[config.mk]
export PLATFORM = sky130hd
export DESIGN_NAME = c_stream_flat
export DESIGN_NICKNAME = d
export VERILOG_FILES = /design/src/rtl/c_stream_if.sv /design/src/rtl/c_stream.sv /design/src/flat_wrapper.sv
export SDC_FILE = /design/constraint.sdc
export NUM_CORES = 1
export LEC_CHECK = 0
export ABC_AREA = 1
export BUFFER_PORTS_ARGS = -buffer_cell sky130_fd_sc_hd__buf_2
export CAP_MARGIN = 40
export CORE_MARGIN = 4
export CORE_UTILIZATION = 35
export CTS_CLUSTER_DIAMETER = 100
export CTS_CLUSTER_SIZE = 25
export DETAILED_ROUTE_END_ITERATION = 10
export PLACE_DENSITY = 0.56
export SETUP_SLACK_MARGIN = 0.2
export SKIP_CTS_REPAIR_TIMING = 1
export SLEW_MARGIN = 10
export SYNTH_ARGS = -nofsm -noshare
export SYNTH_HDL_FRONTEND = slang
export SYNTH_SLANG_ARGS = --single-unit
[constraint.sdc]
create_clock -name clk -period 2.2 [get_ports clk]
set_clock_uncertainty 0.2 [all_clocks]
set_input_delay 0.44 -clock clk [delete_from_list [all_inputs] [get_ports clk]]
set_output_delay 0.44 -clock clk [all_outputs]
set_load 0.02 [all_outputs]
[src/rtl/c_stream_if.sv]
// Stream port bundle for c_stream: input beat, classified output beat,
// statistics clear and counters.
interface c_stream_if #(
  parameter int W       = 16,
  parameter int P_CNT_W = 16
);
  localparam int K_W = $clog2(W);

  logic               i_valid;
  logic [W-1:0]       i_x;
  logic               o_ready;
  logic               o_valid;
  logic               i_ready;
  logic               o_is_unary;
  logic               o_is_compliment;
  logic [K_W-1:0]     o_k;
  logic [W-1:0]       o_x;
  logic               i_clr;
  logic [P_CNT_W-1:0] o_accept_cnt;
  logic [P_CNT_W-1:0] o_reject_cnt;

  modport slave (
    input  i_valid, i_x, i_ready, i_clr,
    output o_ready, o_valid, o_is_unary, o_is_compliment, o_k, o_x,
           o_accept_cnt, o_reject_cnt
  );

  modport master (
    output i_valid, i_x, i_ready, i_clr,
    input  o_ready, o_valid, o_is_unary, o_is_compliment, o_k, o_x,
           o_accept_cnt, o_reject_cnt
  );
endinterface

[src/rtl/c_stream.sv]
// Streaming unary/thermometer admission checker: classifies each input beat,
// buffers it in a 2-entry output FIFO and keeps saturating statistics.
module c_stream #(
  parameter int W                     = 16,
  parameter bit P_ADMIT_COMPLIMENT_EN = 1'b1,
  parameter bit P_DROP_REJECT         = 1'b0,
  parameter int P_CNT_W               = 16
) (
  input  logic      clk,
  input  logic      arst_n,
  c_stream_if.slave s
);
  localparam int K_W = $clog2(W);
  localparam logic [W-1:0]       ONE_W = W'(1);
  localparam logic [P_CNT_W-1:0] ONE_C = P_CNT_W'(1);

  typedef struct packed {
    logic           u;
    logic           c;
    logic [K_W-1:0] k;
    logic [W-1:0]   x;
  } beat_t;

  typedef enum logic [1:0] {OCC_0 = 2'd0, OCC_1 = 2'd1, OCC_2 = 2'd2} occ_e;

  // True for (1<<k)-1 with k < W; all-ones is excluded because k stops at W-1.
  function automatic logic low_mask(input logic [W-1:0] v);
    return ((v & (v + ONE_W)) == '0) && (v != '1);
  endfunction

  function automatic logic [K_W-1:0] popcount(input logic [W-1:0] v);
    int n;
    n = 0;
    for (int i = 0; i < W; i++) if (v[i]) n++;
    return K_W'(n);
  endfunction

  function automatic logic [P_CNT_W-1:0] sat_inc(input logic [P_CNT_W-1:0] c);
    return (c == '1) ? c : c + ONE_C;
  endfunction

  logic  norm_p0, comp_p0, xfer_p0, push_p0;
  beat_t beat_p0;

  occ_e               occ_p1, occ_nx;
  logic               rdy_p1, vld_p1, pop_p1;
  beat_t              head_p1, skid_p1, head_nx, skid_nx;
  logic [P_CNT_W-1:0] acc_p1, rej_p1, acc_nx, rej_nx;

  // ---- p0: combinational classification of the offered beat ----
  always_comb begin
    beat_p0   = '0;
    norm_p0   = low_mask(s.i_x);
    comp_p0   = P_ADMIT_COMPLIMENT_EN && low_mask(~s.i_x);
    beat_p0.u = norm_p0 | comp_p0;
    beat_p0.c = P_ADMIT_COMPLIMENT_EN && beat_p0.u && s.i_x[W-1];
    if (beat_p0.c)      beat_p0.k = popcount(~s.i_x);
    else if (beat_p0.u) beat_p0.k = popcount(s.i_x);
    beat_p0.x = s.i_x;
  end

  assign xfer_p0 = s.i_valid & rdy_p1;
  assign push_p0 = xfer_p0 & (beat_p0.u | !P_DROP_REJECT);
  assign vld_p1  = (occ_p1 != OCC_0);
  assign pop_p1  = vld_p1 & s.i_ready;

  always_comb begin
    occ_nx  = occ_p1;
    head_nx = head_p1;
    skid_nx = skid_p1;
    case (occ_p1)
      OCC_0: if (push_p0) begin
        head_nx = beat_p0;
        occ_nx  = OCC_1;
      end
      OCC_1: begin
        if (push_p0 && pop_p1) head_nx = beat_p0;
        else if (push_p0) begin
          skid_nx = beat_p0;
          occ_nx  = OCC_2;
        end else if (pop_p1) occ_nx = OCC_0;
      end
      default: if (pop_p1) begin
        head_nx = skid_p1;
        if (push_p0) skid_nx = beat_p0;
        else         occ_nx  = OCC_1;
      end
    endcase
  end

  // Clear beats a simultaneous transfer.
  always_comb begin
    acc_nx = acc_p1;
    rej_nx = rej_p1;
    if (s.i_clr) begin
      acc_nx = '0;
      rej_nx = '0;
    end else if (xfer_p0) begin
      if (beat_p0.u) acc_nx = sat_inc(acc_p1);
      else           rej_nx = sat_inc(rej_p1);
    end
  end

  // ---- p1: output/skid registers, ready flop and statistics ----
  always_ff @(posedge clk or negedge arst_n) begin
    if (!arst_n) begin
      occ_p1  <= OCC_0;
      rdy_p1  <= 1'b0;
      head_p1 <= '0;
      skid_p1 <= '0;
      acc_p1  <= '0;
      rej_p1  <= '0;
    end else begin
      occ_p1  <= occ_nx;
      rdy_p1  <= (occ_nx != OCC_2);
      head_p1 <= head_nx;
      skid_p1 <= skid_nx;
      acc_p1  <= acc_nx;
      rej_p1  <= rej_nx;
    end
  end

  assign s.o_ready         = rdy_p1;
  assign s.o_valid         = vld_p1;
  assign s.o_is_unary      = head_p1.u;
  assign s.o_is_compliment = head_p1.c;
  assign s.o_k             = head_p1.k;
  assign s.o_x             = head_p1.x;
  assign s.o_accept_cnt    = acc_p1;
  assign s.o_reject_cnt    = rej_p1;
endmodule

[src/flat_wrapper.sv]
// flat-port wrapper written by rule: the top's interface ports become plain ports
module c_stream_flat 
#(
  parameter int W                     = 16,
  parameter bit P_ADMIT_COMPLIMENT_EN = 1'b1,
  parameter bit P_DROP_REJECT         = 1'b0,
  parameter int P_CNT_W               = 16
)
  (clk, arst_n, s_i_valid, s_i_x, s_i_ready, s_i_clr, s_o_ready, s_o_valid, s_o_is_unary, s_o_is_compliment, s_o_k, s_o_x, s_o_accept_cnt, s_o_reject_cnt);
  c_stream_if #(.W(W), .P_CNT_W(P_CNT_W)) s_i ();
  input  logic clk;
  input  logic arst_n;
  input wire logic [$bits(s_i.i_valid)-1:0] s_i_valid;
  input wire logic [$bits(s_i.i_x)-1:0] s_i_x;
  input wire logic [$bits(s_i.i_ready)-1:0] s_i_ready;
  input wire logic [$bits(s_i.i_clr)-1:0] s_i_clr;
  output wire logic [$bits(s_i.o_ready)-1:0] s_o_ready;
  output wire logic [$bits(s_i.o_valid)-1:0] s_o_valid;
  output wire logic [$bits(s_i.o_is_unary)-1:0] s_o_is_unary;
  output wire logic [$bits(s_i.o_is_compliment)-1:0] s_o_is_compliment;
  output wire logic [$bits(s_i.o_k)-1:0] s_o_k;
  output wire logic [$bits(s_i.o_x)-1:0] s_o_x;
  output wire logic [$bits(s_i.o_accept_cnt)-1:0] s_o_accept_cnt;
  output wire logic [$bits(s_i.o_reject_cnt)-1:0] s_o_reject_cnt;
  assign s_i.i_valid = s_i_valid;
  assign s_i.i_x = s_i_x;
  assign s_i.i_ready = s_i_ready;
  assign s_i.i_clr = s_i_clr;
  assign s_o_ready = s_i.o_ready;
  assign s_o_valid = s_i.o_valid;
  assign s_o_is_unary = s_i.o_is_unary;
  assign s_o_is_compliment = s_i.o_is_compliment;
  assign s_o_k = s_i.o_k;
  assign s_o_x = s_i.o_x;
  assign s_o_accept_cnt = s_i.o_accept_cnt;
  assign s_o_reject_cnt = s_i.o_reject_cnt;
  c_stream #(.W(W), .P_ADMIT_COMPLIMENT_EN(P_ADMIT_COMPLIMENT_EN), .P_DROP_REJECT(P_DROP_REJECT), .P_CNT_W(P_CNT_W)) u_core (.clk(clk), .arst_n(arst_n), .s(s_i));
endmodule
* After elaboration in Yosys (flattened, before gate mapping)
Index checks and enable logic that the tools add are counted.
W data, S select, Z words.
** Storage, ports and cells
- Bits in registers :: 79
- Input bits :: 21
- Logic and storage cells :: 183
** Operators by class
- Add/sub/neg operators :: 34
- Eq/ne operators :: 12
- Mux-type cells :: 102
- Bitwise gates (word level) :: 7
- Reduce and logical (&&, ||, !) cells :: 16
** Operators by type and width (count)
- $mux W4 :: 77
- $mux W22 :: 6
- $mux W16 :: 8
- $add A4 B2 Y4 const B :: 30
- $pmux W22 S2 :: 2
- $add A16 B1 Y16 const B :: 4
- $and A16 B16 Y16 :: 2
- $eq A16 B16 Y1 const B :: 2
- $logic_not A16 Y1 :: 2
- $ne A16 B16 Y1 const B :: 2
- $not A16 Y16 :: 1
- $mux W2 :: 6
- $reduce_and A3 Y1 :: 4
- $ne A2 B2 Y1 const B :: 5
- $reduce_bool A2 Y1 :: 4
- $logic_and A1 B1 Y1 :: 4
- $ne A2 B1 Y1 const B :: 2
- $pmux W2 S2 :: 1
- $reduce_bool A3 Y1 :: 1
- $and A1 B1 Y1 :: 2
- $eq A2 B1 Y1 const B :: 1
- $logic_not A2 Y1 :: 1
- $mux W1 :: 2
- $not A1 Y1 :: 1
- $or A1 B1 Y1 :: 1

* Depth between registers and ports, before layout
- Word-level depth :: 71
- Depth in mapped cells :: 53
- Depth with buffers taken out :: 53

* Least setup slack after synthesis
Ideal clock, no wire load.
- Path type :: input to register
- Start point :: input s_i_x[0]
- End point :: register u_core.skid_p1[19] in the netlist's numbering
- Setup time :: 0.113 ns
- Arrival :: 6.595 ns
- Data required time :: 1.887 ns
- Slack :: -4.708 ns
- Cell stages on the path :: 51
- Buffers on the path :: 0
- Path through :: inv_1 ha_1 inv_2 nand2_1 nand2_1 ha_1 or2_1 nand2_1 a21oi_1 nand2_1 nand2_1 ha_1 or2_2 nand3_1 nand3_1 and2_1 ha_1 nand2_1 (+15 left out) inv_1 nand2_1 nand3_1 and2_1 ha_1 or2_2 nand3_1 nand2_1 nand2_1 nand2_1 nor2_1 nand2_1 nand2_1 nand2_1 nand2_1 nand3_1 nand2_1 inv_1
** Between the ends
- Cells in the longest elaborated chain, start to end :: 66
- Elaborated cells between the ends (all ways) :: 126
- Those cells by class :: add/sub (32); eq/ne (2); mux (83); bitwise (4); reduce/logical (5)
** RTL lines
- from (decl) :: line flat_wrapper.sv:14 : input wire logic [$bits(s_i.i_x)-1:0] s_i_x;
- $mux W1 :: line c_stream.sv:34 : for (int i = 0; i < W; i++) if (v[i]) n++;
- $mux W4 :: line c_stream.sv:58 : else if (beat_p0.u) beat_p0.k = popcount(s.i_x);
- $mux W4 :: line c_stream.sv:57 : if (beat_p0.c) beat_p0.k = popcount(~s.i_x);
- $add A4 B2 Y4 :: line c_stream.sv:34
- $mux W4 :: line c_stream.sv:34
- $mux W4 :: line c_stream.sv:58
- $mux W4 :: line c_stream.sv:57
- $add A4 B2 Y4 :: line c_stream.sv:34
- (+50 left out)
- $mux W4 :: line c_stream.sv:57
- $add A4 B2 Y4 :: line c_stream.sv:34
- $mux W4 :: line c_stream.sv:34
- $mux W4 :: line c_stream.sv:58
- $mux W4 (*) :: line c_stream.sv:57
- $mux W22 (*) :: line c_stream.sv:78, c_stream.sv:85
- $mux W22 (on tied branches) :: line c_stream.sv:83, c_stream.sv:77
- $pmux W22 S2 (*) :: line c_stream.sv:71 : case (occ_p1)
- to (signal assigned) :: line c_stream.sv:117 : skid_p1 <= skid_nx;
- to (decl) :: line c_stream.sv:47 : beat_t head_p1, skid_p1, head_nx, skid_nx;
Mark *: on every way between the ends. The rest lies on a longest branch, timed or not. The select of a mux whose other input is x is not followed.
A chain may end at the register's enable or synchronous reset.

* Final worst setup path
- Start point :: input s_i_x[0]
- End point :: register u_core.head_p1, in the netlist u_core.s.o_k[3]
** Between the ends
- Cells in the longest elaborated chain, start to end :: 65
- Elaborated cells between the ends (all ways) :: 125
- Those cells by class :: add/sub (32); eq/ne (2); mux (82); bitwise (4); reduce/logical (5)
** RTL lines
- $mux W1 :: line c_stream.sv:34
- $mux W4 :: line c_stream.sv:58
- $mux W4 :: line c_stream.sv:57
- $add A4 B2 Y4 :: line c_stream.sv:34
- $mux W4 :: line c_stream.sv:34
- $mux W4 :: line c_stream.sv:58
- $mux W4 :: line c_stream.sv:57
- $add A4 B2 Y4 :: line c_stream.sv:34
- (+49 left out)
- $mux W4 :: line c_stream.sv:58
- $mux W4 :: line c_stream.sv:57
- $add A4 B2 Y4 :: line c_stream.sv:34
- $mux W4 :: line c_stream.sv:34
- $mux W4 :: line c_stream.sv:58
- $mux W4 (*) :: line c_stream.sv:57
- $mux W22 (on tied branches) :: line c_stream.sv:77, c_stream.sv:72
- $pmux W22 S2 (*) :: line c_stream.sv:71
- to (signal assigned) :: line c_stream.sv:116 : head_p1 <= head_nx;
- to (decl) :: line c_stream.sv:47
Marks and branches as above.

==> metrics <==
CP peak stage delay 0.31 ns; GPL Wtd Cong 0.879; worst hold path type in -> reg; synth-to-layout area growth 52.4%; GR Util All Layers 0.178; Final WS setup -4.00 ns; initial core utilization 0.360; Netlist cell types 39; Cells after Synth 1072; required time of the critical path 2.23 ns; commonest non-fill, non-tap cell in the layout nand2_1; Top Ports 77; syn_nets 1123; pre-CTS setup slack -4.60 ns; initial antenna violation count 0; # rows 50; H-tree Lvls 3; crit path time final 6.20 ns; period utilization 2.82; Port Buffer Count 76; Filler cells 1840; status finished, violations left; Worst path slowest cell ha_4; CP Capture Type flop; CTS root buf clkbuf_16; CTS sink count 79; pin count of the biggest net entering global routing 40; setup violators final 44; pins over their slew limit 0; Final Net Count 1431; multi-input logic area 4800 um^2; dominant synthesized flop cell dfrtp_1; share of layout cells above drive strength 1 0.397; Placement Cell Area 9380 um^2; VDD IR-drop max 430 uV; CP Max Fanout 4; detailed placement HPWL 15700 um; Worst setup SP type input port; Reg clk slew, reported paths 0.07 ns; Synth Warn # 0; max-cap violations 0; Most common cell on crit path nand2_2; Yosys reg bits 79; most frequent cells in the layout 295 x nand2_1, 246 x buf_4, 120 x inv_1; Finished Cell Area 10400 um^2; Layout Cells excl Fill 1646; Avg WL per Cell 12.2 um; worst-margin pin slew 0.500 ns; Die W 148 um; Max Fclk 161 MHz; clk_lat worst skew 0.34 ns; placed cell count 1609; Final Hold Viols 0; Post-synth EDFFs 0; final setup TNS -50.17 ns; Reg area 1980 um^2; Die Y 148 um; GR Overflow Total 0; total CTS buffers 9; CTS tree yes; drt via density 4.72; vias in the first global route 7265; Synth Cell Area 6820 um^2; via count 7775; failing checks setup timing; Power Dens Cells 755 nW/um^2; core outline area 19000 um^2; Slew HR 0.667; DRC violations left 0; Critical Path AT 6.23 ns; Crit Path Category in -> reg; Synth Area per Inst 6.36 um^2; DRT Pass-1 Iters 5; Die ar. 21800 um^2; WHS 0.162 ns; Detailed Route WL 20000 um; Post-synth ARST share 1.00; antenna viol nets, final 0; CTS max path bufs 2; DRT iter0 DRCs 298; unrepaired setup endpoints after global routing yes; sequential share of the synthesized area 0.290; first-pass GRT wire length 33100 um; Leakage 5.50 nW
logic make-up after synthesis:
| group | synth area share |
|---|---|
| and+or+nand+nor | 0.440 |
| buffers and inverters | 0.104 |
| AOI/OAI and AO/OA | 0.107 |
| DFF | 0.290 |
| adders and majority gates | 0.0551 |
| xor gates and xnor gates | 0.00386 |
flip-flops by register name (all words and copies together) (netlist names):
register	flops
u_core.s.o_k	4
u_core.s.o_is_unary	1
u_core.s.o_is_compliment	1
u_core.s.o_ready	1
u_core.occ_p1	2
u_core.s.o_reject_cnt	16
u_core.s.o_accept_cnt	16
u_core.s.o_x	16
u_core.skid_p1	22
cells in the mapped netlist, types with 2 or more instances:
cell type / number / area share
a211oi_1: 2 / 0.0022
a21oi_1: 31 / 0.023
a221oi_1: 2 / 0.0026
a31oi_1: 19 / 0.017
and2_1: 8 / 0.0073
buf_2: 12 / 0.0088
buf_4: 2 / 0.0022
clkbuf_1: 21 / 0.012
dfrtp_1: 79 / 0.29
ha_1: 30 / 0.055
inv_1: 135 / 0.074
inv_2: 8 / 0.0044
nand2_1: 342 / 0.19
nand2_2: 15 / 0.014
nand2_4: 8 / 0.013
nand3_1: 124 / 0.091
nand3_2: 9 / 0.013
nand3_4: 7 / 0.018
nand3b_1: 10 / 0.011
nand4_1: 11 / 0.010
nor2_1: 72 / 0.040
nor3_1: 19 / 0.014
nor3b_1: 2 / 0.0022
nor4_1: 5 / 0.0046
o21ai_0: 64 / 0.047
o21ai_1: 5 / 0.0037
o22ai_1: 5 / 0.0046
o31ai_1: 2 / 0.0022
or2_2: 12 / 0.011
xor2_1: 2 / 0.0026
metal layers:
| metal | part of all wire | up-vias | GRT usage |
|---|---|---|---|
| met5 | 0 | - | 0 |
| met4 | 0.015 | 0 | 0.0387 |
| met3 | 0.029 | 20 | 0.0162 |
| met2 | 0.48 | 114 | 0.304 |
| met1 | 0.48 | 3536 | 0.244 |
| li1 | - | 4105 | - |
per-stage QoR:
| stage | total power [W] | util |
|---|---|---|
| finish | 0.00784 | 0.548 |
| global route | 0.00853 | 0.548 |
| CTS | 0.00754 | 0.512 |
| detailed placement | 0.00590 | 0.495 |
| global placement | 0.00584 | 0.495 |
| floorplan | 0.00455 | - |
worst max-delay path: cells and delay by family:
kind	cells	cell delay (ns)
fa+ha+maj	7	1.60
buf+inv	6	0.36
compound gates	1	0.05
simple gates	38	3.78
area by class of cell:
| cell class | instances | area share |
|---|---|---|
| Inverter | 144 | 0.0530 |
| Antenna cell | 1 | 0.000241 |
| Tap cell | 260 | 0.0313 |
| Clock inverter | 6 | 0.00903 |
| Timing Repair Buffer | 333 | 0.232 |
| Sequential cell | 79 | 0.190 |
| Clock buffer | 10 | 0.0220 |
| Multi-Input combinational cell | 813 | 0.462 |
final timing paths:
path / startpoint / endpoint / slack [ns] / cells past startpoint
worst max-delay path: s_i_x[0] / u_core.s.o_k[3] / -4.00 / 52
min in group asynchronous: arst_n / u_core.s.o_x[0] / 0.43 / 2
max in group asynchronous: arst_n / u_core.s.o_accept_cnt[6] / 0.84 / 3
worst min-delay path: s_i_ready / u_core.occ_p1[1] / 0.16 / 2
worst max register to register: u_core.s.o_reject_cnt[0] / u_core.s.o_reject_cnt[13] / -0.29 / 16
worst min register to register: u_core.s.o_k[2] / u_core.s.o_k[2] / 0.27 / 2
where the power goes:
group	internal (W)	total, W	switching, W
Combinational	0.00175	0.00417	0.00243
Clock	0.00100	0.00162	0.000615
Sequential	0.00186	0.00205	0.000198
Total	0.00460	0.00784	0.00324
Note: power is estimated with default switching activity, not from simulation.
